<file path="config.mk">
export PLATFORM = sky130hd
export DESIGN_NAME = rr_arbiter16
export DESIGN_NICKNAME = d
export VERILOG_FILES = /design/src/rtl/rr_arb_pkg.sv /design/src/rtl/gnt_decode4to16.sv /design/src/rtl/rr_arbiter16.sv
export SDC_FILE = /design/constraint.sdc
export NUM_CORES = 1
export LEC_CHECK = 0
export ABC_AREA = 1
export BUFFER_PORTS_ARGS = -buffer_cell sky130_fd_sc_hd__buf_2
export CORE_MARGIN = 5
export CORE_UTILIZATION = 45
export CTS_CLUSTER_SIZE = 20
export DETAILED_ROUTE_END_ITERATION = 10
export HOLD_SLACK_MARGIN = 0.03
export PLACE_DENSITY_LB_ADDON = 0.08
export SYNTH_ARGS = -nofsm -noshare
export SYNTH_HDL_FRONTEND = slang
export SYNTH_SLANG_ARGS = --single-unit
</file>
<file path="constraint.sdc">
create_clock -name clk -period 4.61 [get_ports clk]
set_clock_uncertainty 0.15 [all_clocks]
set_input_delay 0.461 -clock clk [delete_from_list [all_inputs] [get_ports clk]]
set_output_delay 0.461 -clock clk [all_outputs]
set_load 0.01 [all_outputs]
</file>
<file path="src/rtl/rr_arb_pkg.sv">
// Shared types and constants for the 16-way round-robin arbiter.
package rr_arb_pkg;

  localparam int NUM_REQ = 16;
  localparam int IDX_W   = 4;

  typedef enum logic [0:0] {
    ST_IDLE  = 1'b0,
    ST_GRANT = 1'b1
  } arb_state_e;

endpackage : rr_arb_pkg

</file>
<file path="src/rtl/gnt_decode4to16.sv">
// Combinational 4-to-16 one-hot decoder with enable; all zeros when disabled.
module gnt_decode4to16
  import rr_arb_pkg::*;
(
  input  logic [IDX_W-1:0]   idx_i,
  input  logic               en_i,
  output logic [NUM_REQ-1:0] onehot_o
);

  // Drive the single bit selected by idx_i when enabled.
  always_comb begin
    onehot_o = {NUM_REQ{1'b0}};
    if (en_i) begin
      onehot_o[idx_i] = 1'b1;
    end else begin
      onehot_o = {NUM_REQ{1'b0}};
    end
  end

endmodule : gnt_decode4to16

</file>
<file path="src/rtl/rr_arbiter16.sv">
// Round-robin arbiter for 16 requesters with hold-until-release grants,
// optional hold-time limit and fully registered outputs.
module rr_arbiter16
  import rr_arb_pkg::*;
#(
  parameter int unsigned MAX_HOLD = 16,
  parameter int unsigned HOLD_W   = 8
) (
  input  logic               clk,
  input  logic               rst_n,
  input  logic [NUM_REQ-1:0] req,
  input  logic               done,
  output logic [NUM_REQ-1:0] gnt,
  output logic [IDX_W-1:0]   gnt_idx,
  output logic               gnt_valid,
  output logic               timeout
);

  // Hold limit: the grant ends after the cycle whose counter equals HOLD_LAST.
  localparam bit                HOLD_EN   = (MAX_HOLD != 32'd0);
  localparam logic [HOLD_W-1:0] HOLD_LAST = HOLD_W'((MAX_HOLD == 32'd0) ? 32'd0 : (MAX_HOLD - 32'd1));

  arb_state_e         state_q,   state_d;
  logic [IDX_W-1:0]   ptr_q,     ptr_d;
  logic [IDX_W-1:0]   idx_q,     idx_d;
  logic               valid_q,   valid_d;
  logic               timeout_q, timeout_d;
  logic [HOLD_W-1:0]  hold_q,    hold_d;
  logic [NUM_REQ-1:0] gnt_q,     gnt_d;

  logic               found_s;
  logic [IDX_W-1:0]   winner_s;
  logic [IDX_W-1:0]   cand_s;
  logic               drop_s;
  logic               early_s;
  logic               hold_hit_s;
  logic               release_s;

  // Priority scan starting just after the last grantee; ptr itself is tried last.
  always_comb begin
    found_s  = 1'b0;
    winner_s = ptr_q;
    cand_s   = ptr_q;
    for (int k = 1; k <= NUM_REQ; k++) begin
      cand_s = ptr_q + IDX_W'(k);
      if (!found_s && req[cand_s]) begin
        found_s  = 1'b1;
        winner_s = cand_s;
      end else begin
        found_s  = found_s;
      end
    end
  end

  // Release causes while granted: explicit done, request withdrawn, hold limit.
  always_comb begin
    drop_s     = ~req[idx_q];
    early_s    = done | drop_s;
    hold_hit_s = HOLD_EN && (hold_q == HOLD_LAST);
    release_s  = early_s | hold_hit_s;
  end

  // Next-state logic for the IDLE/GRANT controller and its outputs.
  always_comb begin
    state_d   = state_q;
    ptr_d     = ptr_q;
    idx_d     = idx_q;
    valid_d   = valid_q;
    hold_d    = hold_q;
    timeout_d = 1'b0;
    case (state_q)
      ST_IDLE: begin
        if (found_s) begin
          state_d = ST_GRANT;
          idx_d   = winner_s;
          ptr_d   = winner_s;
          hold_d  = {HOLD_W{1'b0}};
          valid_d = 1'b1;
        end else begin
          valid_d = 1'b0;
        end
      end
      ST_GRANT: begin
        hold_d = hold_q + {{(HOLD_W-1){1'b0}}, 1'b1};
        if (release_s) begin
          state_d   = ST_IDLE;
          valid_d   = 1'b0;
          // Flag a timeout only when the limit alone ended the grant.
          timeout_d = hold_hit_s & ~early_s;
        end else begin
          valid_d   = 1'b1;
        end
      end
      default: begin
        state_d = ST_IDLE;
        valid_d = 1'b0;
      end
    endcase
  end

  // One-hot grant decoded from next-state index so gnt can be registered too.
  gnt_decode4to16 u_decode (
    .idx_i    (idx_d),
    .en_i     (valid_d),
    .onehot_o (gnt_d)
  );

  // State, pointer, counter and output registers with asynchronous reset.
  always_ff @(posedge clk or negedge rst_n) begin
    if (!rst_n) begin
      state_q   <= ST_IDLE;
      ptr_q     <= {IDX_W{1'b1}};
      idx_q     <= {IDX_W{1'b0}};
      valid_q   <= 1'b0;
      timeout_q <= 1'b0;
      hold_q    <= {HOLD_W{1'b0}};
      gnt_q     <= {NUM_REQ{1'b0}};
    end else begin
      state_q   <= state_d;
      ptr_q     <= ptr_d;
      idx_q     <= idx_d;
      valid_q   <= valid_d;
      timeout_q <= timeout_d;
      hold_q    <= hold_d;
      gnt_q     <= gnt_d;
    end
  end

  assign gnt       = gnt_q;
  assign gnt_idx   = idx_q;
  assign gnt_valid = valid_q;
  assign timeout   = timeout_q;

endmodule : rr_arbiter16

</file>
==> results of run 1 <==
per-stage QoR:
step	hold slack, ns	instances	cell area, um^2
after CTS	0.1085	682	3707
after global placement	0.3350	674	3625
after floorplan	0.01541	538	3297
after global routing	0.1371	682	3707
final	0.08986	682	3707
after detailed placement	0.3384	674	3625
registers in the layout, summed over array words and instances, names as in the netlist:
signal,cells
timeout,1
gnt,16
gnt_idx,4
ptr_q,4
hold_q,8
gnt_valid,1
cells by family after synthesis:
logic type | count (synthesis) | synth area share (%)
xor+xnor | 10 | 3.112
fa+ha+maj | 9 | 3.416
flops | 34 | 25.96
buf+inv | 76 | 9.184
simple gates | 352 | 48.73
compound gates | 57 | 9.601
layout by cell type (no fill, tap or decap), types with 2 or more instances in the layout:
| cell type | Yosys | final |
|---|---|---|
| dfrtp_1 | 30 | 30 |
| a21oi_1 | 13 | 13 |
| inv_2 | 7 | 7 |
| nand2_1 | 181 | 181 |
| nand2_2 | 11 | 11 |
| o21ai_0 | 31 | 31 |
| ha_1 | 9 | 9 |
| nor3_1 | 3 | 3 |
| nor2_1 | 40 | 40 |
| o211ai_1 | 2 | 2 |
| nand3_1 | 94 | 94 |
| nand2_4 | 2 | 2 |
| clkinv_2 | 0 | 2 |
| nand3_2 | 6 | 6 |
| o22ai_1 | 3 | 3 |
| inv_1 | 56 | 56 |
| clkbuf_8 | 0 | 5 |
| xor2_1 | 7 | 7 |
| buf_2 | 6 | 40 |
| o21a_1 | 3 | 3 |
| dfstp_2 | 4 | 4 |
| nor2_4 | 4 | 4 |
| buf_4 | 2 | 8 |
| o221ai_1 | 2 | 2 |
| nand4_1 | 5 | 5 |
final cells by class:
type	instances	share of cell area [%]
multi-input combinational	428	57.68
clock inverter	2	0.2700
tap	99	3.341
clock buffer	6	1.957
inverter	65	6.649
sequential	34	23.08
timing repair buffer	48	7.020
layer usage:
metal | part of all wire, % | vias up
li1 | - | 1835
met1 | 45 | 1583
met2 | 48 | 83
met3 | 4.3 | 19
met4 | 2.8 | 0
met5 | 0 | -
critical path: cells and delay by family (launching register included):
family / cells / cell delay, ns
simple gates: 20 / 2.20
buf+inv: 6 / 0.75
flops: 1 / 0.58
fa+ha+maj: 1 / 0.28
how the worst min path moves through the flow:
stage	from	endpoint	slack [ns]	cells after the start
final	rst_n	gnt[12]$_DFF_PN0_	0.09	1
after CTS	rst_n	gnt[12]$_DFF_PN0_	0.11	1
after detailed placement	hold_q[7]$_DFFE_PN0P_	hold_q[7]$_DFFE_PN0P_	0.34	1
after global placement	hold_q[7]$_DFFE_PN0P_	hold_q[7]$_DFFE_PN0P_	0.34	1
after floorplan	rst_n	gnt[0]$_DFF_PN0_	0.02	0
after global routing	rst_n	gnt[8]$_DFF_PN0_	0.14	1
==> flow_metrics.env, run 1 <==
export IMPL_crit_path_top_delay_cell="dfstp_2"
export IMPL_grt_usage_pct=21.98
export IMPL_critical_path_required_ns=4.66
export IMPL_nets=610
export IMPL_ys_top_cells_by_count="181 x nand2_1, 94 x nand3_1, 56 x inv_1"
export IMPL_max_cap_violations=0
export IMPL_yosysMostFrequentCell="nand2_1"
export IMPL_rr_startpoint="ptr_q[1]$_DFFE_PN1P_"
export IMPL_numCtsBuffers=5
export IMPL_chipWidth_um=95.60
export IMPL_numPortBuffers=40
export IMPL_grt_ovfl_total=0
export IMPL_post_synth_top_area_cell="dfrtp_1"
export IMPL_syn_avg_cell_area_um2=6.128
export IMPL_fill_cells=761
export IMPL_cts_max_level=2
export IMPL_num_antenna_cells=0
export IMPL_synth_seq_cells=34
export IMPL_cts_max_path_buffers=2
export IMPL_syn_area_um2=3297
export IMPL_cts_clk_slew_worst_paths_ns=0.07
export IMPL_synth_edf_count=0
export IMPL_ys_async_sr_fraction_pct=100.0
export IMPL_yosysTopAreaCellShare_pct=22.77
export IMPL_ioPinCount=41
export IMPL_regArea_um2=855.8
export IMPL_synth_distinct_cells=39
export IMPL_yosysSeqAreaShare_pct=25.96
export IMPL_drt_wl_total_um=9451
export IMPL_grt_use_met3_pct=3.394
export IMPL_initial_core_util_pct=45.95
export IMPL_cp_arrival_ns=4.11
export IMPL_first_pass_iters=6
export IMPL_postCtsHoldBufs=0
export IMPL_met2_usage_pct=37.41
export IMPL_grt_pass1_vias=3378
export IMPL_period_share_pct=87.88
export IMPL_dp_hpwl_um=7679
export IMPL_criticalPathCategory="reg2reg"
export IMPL_setup_viol=0
export IMPL_setup_ws_ns=0.5589
export IMPL_cts_sinks=34
export IMPL_ant_nets=0
export IMPL_areaGrowthSynthToFinish_pct=12.45
export IMPL_end_kind="register"
export IMPL_worst_path_max_fanout=11
export IMPL_worst_pin_slew_ns=0.7452
export IMPL_cts_root_buf="clkbuf_8"
export IMPL_regToRegEndpoint="gnt[11]$_DFF_PN0_"
export IMPL_post_drt_wl_per_cell_um=13.86
export IMPL_core_um2=7176
export IMPL_gp_congestion=0.9087
export IMPL_dr_first_iter_drc_count=211
export IMPL_post_route_util_pct=51.67
export IMPL_grt_start_max_net_pins=35
export IMPL_vias=3520
export IMPL_clock_fmax_mhz=246.9
export IMPL_cts_tree="yes"
export IMPL_startpoint="ptr_q[1]$_DFFE_PN1P_"
export IMPL_syn_inst=538
export IMPL_crit_path_end="gnt[11]$_DFF_PN0_"
export IMPL_r2r_slack_ns=0.56
export IMPL_grt_pass1_wl_um=15660
export IMPL_status="completed"
export IMPL_busiest_layer="met2"
export IMPL_crit_top_cell="nor2_4"
export IMPL_yosysWarnings=0
export IMPL_critical_path_max_stage_delay_ns=0.58
export IMPL_use_met1_pct=28.07
export IMPL_syn_nets=566
export IMPL_hold_class="in2async"
export IMPL_final_hold_violation_count=0
export IMPL_antenna_found_initial=0
export IMPL_fp_dieH_um=95.60
export IMPL_vias_per_cell=5.161
export IMPL_period_minus_slack_ns=4.051
export IMPL_num_rows=31
export IMPL_tns_ns=0
export IMPL_multi_input_area_um2=2138
export IMPL_finalMaxSlewViolations=0
export IMPL_rr_worst_depth=27
export IMPL_synth_area_top_cells="dfrtp_1 23%, nand2_1 21%, nand3_1 14%"
export IMPL_drive_gt1_share_pct=16.81
export IMPL_critPathLaunchType="register"
export IMPL_synth_main_ff_cell="dfrtp_1"
export IMPL_rsz0062_at_grt="no"
export IMPL_dieArea_um2=9138
export IMPL_cts_resized=0
export IMPL_pre_cts_ws_ns=0.5602
export IMPL_drcViolationCount=0
export IMPL_cts_setup_buffers=0
export IMPL_slew_headroom_pct=50.32
export IMPL_clk_latency_ns=0.28
Power of run 1 is not shown: default switching activity piles up to over one toggle a cycle in this logic, so the estimate is an artifact.
==> run 2, diff against run 1 <==
- ABC_AREA: 1 -> unset
==> run 2 against run 1 <==
Net effect:
- cell count fell by 14%
- wire length grew 38%
- synthesized cell count is 24% lower
- first-iteration DRC count is 17% higher
- global-route usage rose by 1.5 points
- hold slack better by 0.0017 ns
- via count up 10%
- non-clock buffer count grew 34
- fmax shrank 8.8%
- utilization up 3.4 points
- die area is 22% higher
- critical endpoint is now gnt[4]$_DFF_PN0_
==> flow_metrics.env, run 2 <==
export IMPL_regArea_um2=855.8
export IMPL_status="completed"
export IMPL_cts_tree="yes"
export IMPL_crit_path_top_delay_cell="nor4_1"
export IMPL_layout_common_cells="40 x buf_2, 38 x buf_4, 32 x mux4_2"
export IMPL_cts_clk_slew_worst_paths_ns=0.08
export IMPL_gp_congestion=0.9484
export IMPL_syn_nets=439
export IMPL_critPathLaunchType="register"
export IMPL_first_pass_iters=7
export IMPL_path_cells="buf_4 -> ha_1 -> xor2_1 -> nor3_1 -> nor4_1 -> a21boi_0 -> o32a_1 -> a311oi_1 -> nor4_1 -> buf_4 -> o2bb2ai_2 -> buf_4 -> nand2b_1 -> nor3_1"
export IMPL_multi_input_area_um2=3124
export IMPL_ant_nets=0
export IMPL_critical_path_required_ns=4.66
export IMPL_core_um2=8806
export IMPL_hold_class="in2async"
export IMPL_num_rows=34
export IMPL_largest_reg_flops=16
export IMPL_grt_pass1_wl_um=20960
export IMPL_num_antenna_cells=0
export IMPL_max_cap_violations=0
export IMPL_yosysSeqAreaShare_pct=20.83
export IMPL_synth_distinct_cells=81
export IMPL_grt_start_max_net_pins=35
export IMPL_initial_core_util_pct=46.66
export IMPL_synth_edf_count=0
export IMPL_clock_fmax_mhz=225.1
export IMPL_crit_top_cell="buf_4"
export IMPL_drt_wl_total_um=13050
export IMPL_dieArea_um2=11140
export IMPL_numCtsBuffers=5
export IMPL_ys_top_cells_by_count="33 x mux2i_1, 32 x mux4_2, 30 x dfrtp_1"
export IMPL_nets=506
export IMPL_setup_viol=0
export IMPL_ioPinCount=41
export IMPL_syn_avg_cell_area_um2=9.997
export IMPL_drive_gt1_share_pct=36.74
export IMPL_critical_path_max_stage_delay_ns=0.57
export IMPL_rsz0062_at_grt="no"
export IMPL_dr_first_iter_drc_count=246
export IMPL_tns_ns=0
export IMPL_worst_pin_slew_ns=0.7569
export IMPL_yosysMostFrequentCell="mux2i_1"
export IMPL_criticalPathCategory="reg2reg"
export IMPL_stdcell_count=587
export IMPL_numPortBuffers=40
export IMPL_cp_arrival_ns=4.49
export IMPL_antenna_found_initial=0
export IMPL_end_kind="register"
export IMPL_clk_latency_ns=0.29
export IMPL_yosysTopAreaCellShare_pct=18.27
export IMPL_postCtsHoldBufs=0
export IMPL_final_common_cell="buf_2"
export IMPL_cts_root_buf="clkbuf_8"
export IMPL_final_hold_violation_count=0
export IMPL_vias_per_cell=6.608
export IMPL_grt_pass1_vias=3728
export IMPL_cts_sinks=34
export IMPL_grt_usage_pct=23.49
export IMPL_grt_ovfl_total=0
export IMPL_ys_async_sr_fraction_pct=100.0
export IMPL_syn_inst=411
export IMPL_syn_area_um2=4109
export IMPL_vias=3879
export IMPL_synth_area_top_cells="dfrtp_1 18%, mux4_2 18%, mux2i_1 8.0%"
export IMPL_worst_path_max_fanout=15
export IMPL_finalMaxSlewViolations=0
export IMPL_synth_main_ff_cell="dfrtp_1"
export IMPL_fp_dieH_um=105.6
export IMPL_post_synth_top_area_cell="dfrtp_1"
export IMPL_areaGrowthSynthToFinish_pct=17.91
export IMPL_chipWidth_um=105.6
export IMPL_placed_cells=574
export IMPL_post_drt_wl_per_cell_um=22.24
export IMPL_period_share_pct=96.35
export IMPL_synth_seq_cells=34
export IMPL_cts_max_level=2
export IMPL_fill_cells=789
export IMPL_slew_headroom_pct=49.54
export IMPL_drcViolationCount=0
export IMPL_period_minus_slack_ns=4.442
export IMPL_yosysWarnings=0
export IMPL_dp_hpwl_um=10070
export IMPL_cts_max_path_buffers=2
[run 2: cell count changes after synthesis, moves of 9 or more]
cell / previous run / this run
nor2_1: 40 / 19
o21ai_0: 31 / 19
nand3_1: 94 / 7
nand2_2: 11 / 1
mux4_2: 0 / 32
nor2b_1: 0 / 9
mux2i_1: 0 / 33
inv_1: 56 / 10
nor3_1: 3 / 26
nand2_1: 181 / 26
mux2_2: 0 / 12
xnor2_1: 1 / 11
[run 2: logic make-up after synthesis]
logic type	Yosys count	synth area share, %
AND/OR/NAND/NOR	134	19.06
AO/OA/AOI/OAI	104	18.73
multiplexers	81	30.88
flip-flops	34	20.83
buffers and inverters	33	4.172
XOR/XNOR	16	3.593
adder cells (fa/ha/maj)	9	2.741
[run 2: worst paths after layout]
check,start,endpoint,slack [ns],cells after the start
max in group asynchronous,rst_n,gnt[2]$_DFF_PN0_,3.74,1
min in group clk,done,timeout$_DFF_PN0_,0.30,3
worst min register to register,hold_q[7]$_DFFE_PN0P_,hold_q[7]$_DFFE_PN0P_,0.34,1
worst max register to register,ptr_q[1]$_DFFE_PN1P_,gnt[4]$_DFF_PN0_,0.17,14
worst min-delay path,rst_n,hold_q[4]$_DFFE_PN0P_,0.09,1
worst max-delay path,ptr_q[1]$_DFFE_PN1P_,gnt[4]$_DFF_PN0_,0.17,14
[run 2: timing repair]
action,CTS,global route
setup endpoints to repair,0,17
resized for setup,0,10
setup buffers,0,5
endpoints found under the hold margin,0,0
[run 2: per-layer routing]
| metal | global-route usage (%) | share of wire (%) | vias to the layer above |
|---|---|---|---|
| met4 | 5.735 | 2.3 | 0 |
| met5 | 0 | 0 | - |
| li1 | - | - | 1767 |
| met2 | 35.61 | 44 | 187 |
| met1 | 34.54 | 46 | 1902 |
| met3 | 4.645 | 7.9 | 23 |
[run 2: layout make-up]
cell class,instances,area share (%)
clock buffer,5,1.420
sequential,34,17.67
timing repair buffer,82,11.31
tap,108,2.789
multi-input combinational,344,64.49
clock inverter,3,1.420
inverter,11,0.9039
[run 2: stage by stage]
stage               setup WS, ns  instance area, um^2  hold WS [ns]  utilization (%)
finish                    0.1683                 4845       0.09155            55.02
global route            0.007852                 4845        0.1496            55.02
CTS                     0.001308                 4757        0.1167            54.02
detailed placement       0.02541                 4619        0.3261            52.46
global placement          0.1082                 4619        0.3219            52.46
floorplan                0.03957                 4115       0.01541                -
[run 2: worst max-delay path, delay by kind of cell (launching register included)]
kind,cells,cell delay [ns]
and+or+nand+nor,5,1.14
xor gates and xnor gates,1,0.38
adders and majority gates,1,0.38
DFF,1,0.53
buffers and inverters,3,0.56
AOI/OAI and AO/OA,4,1.22
Power of run 2 is left out for the same reason.
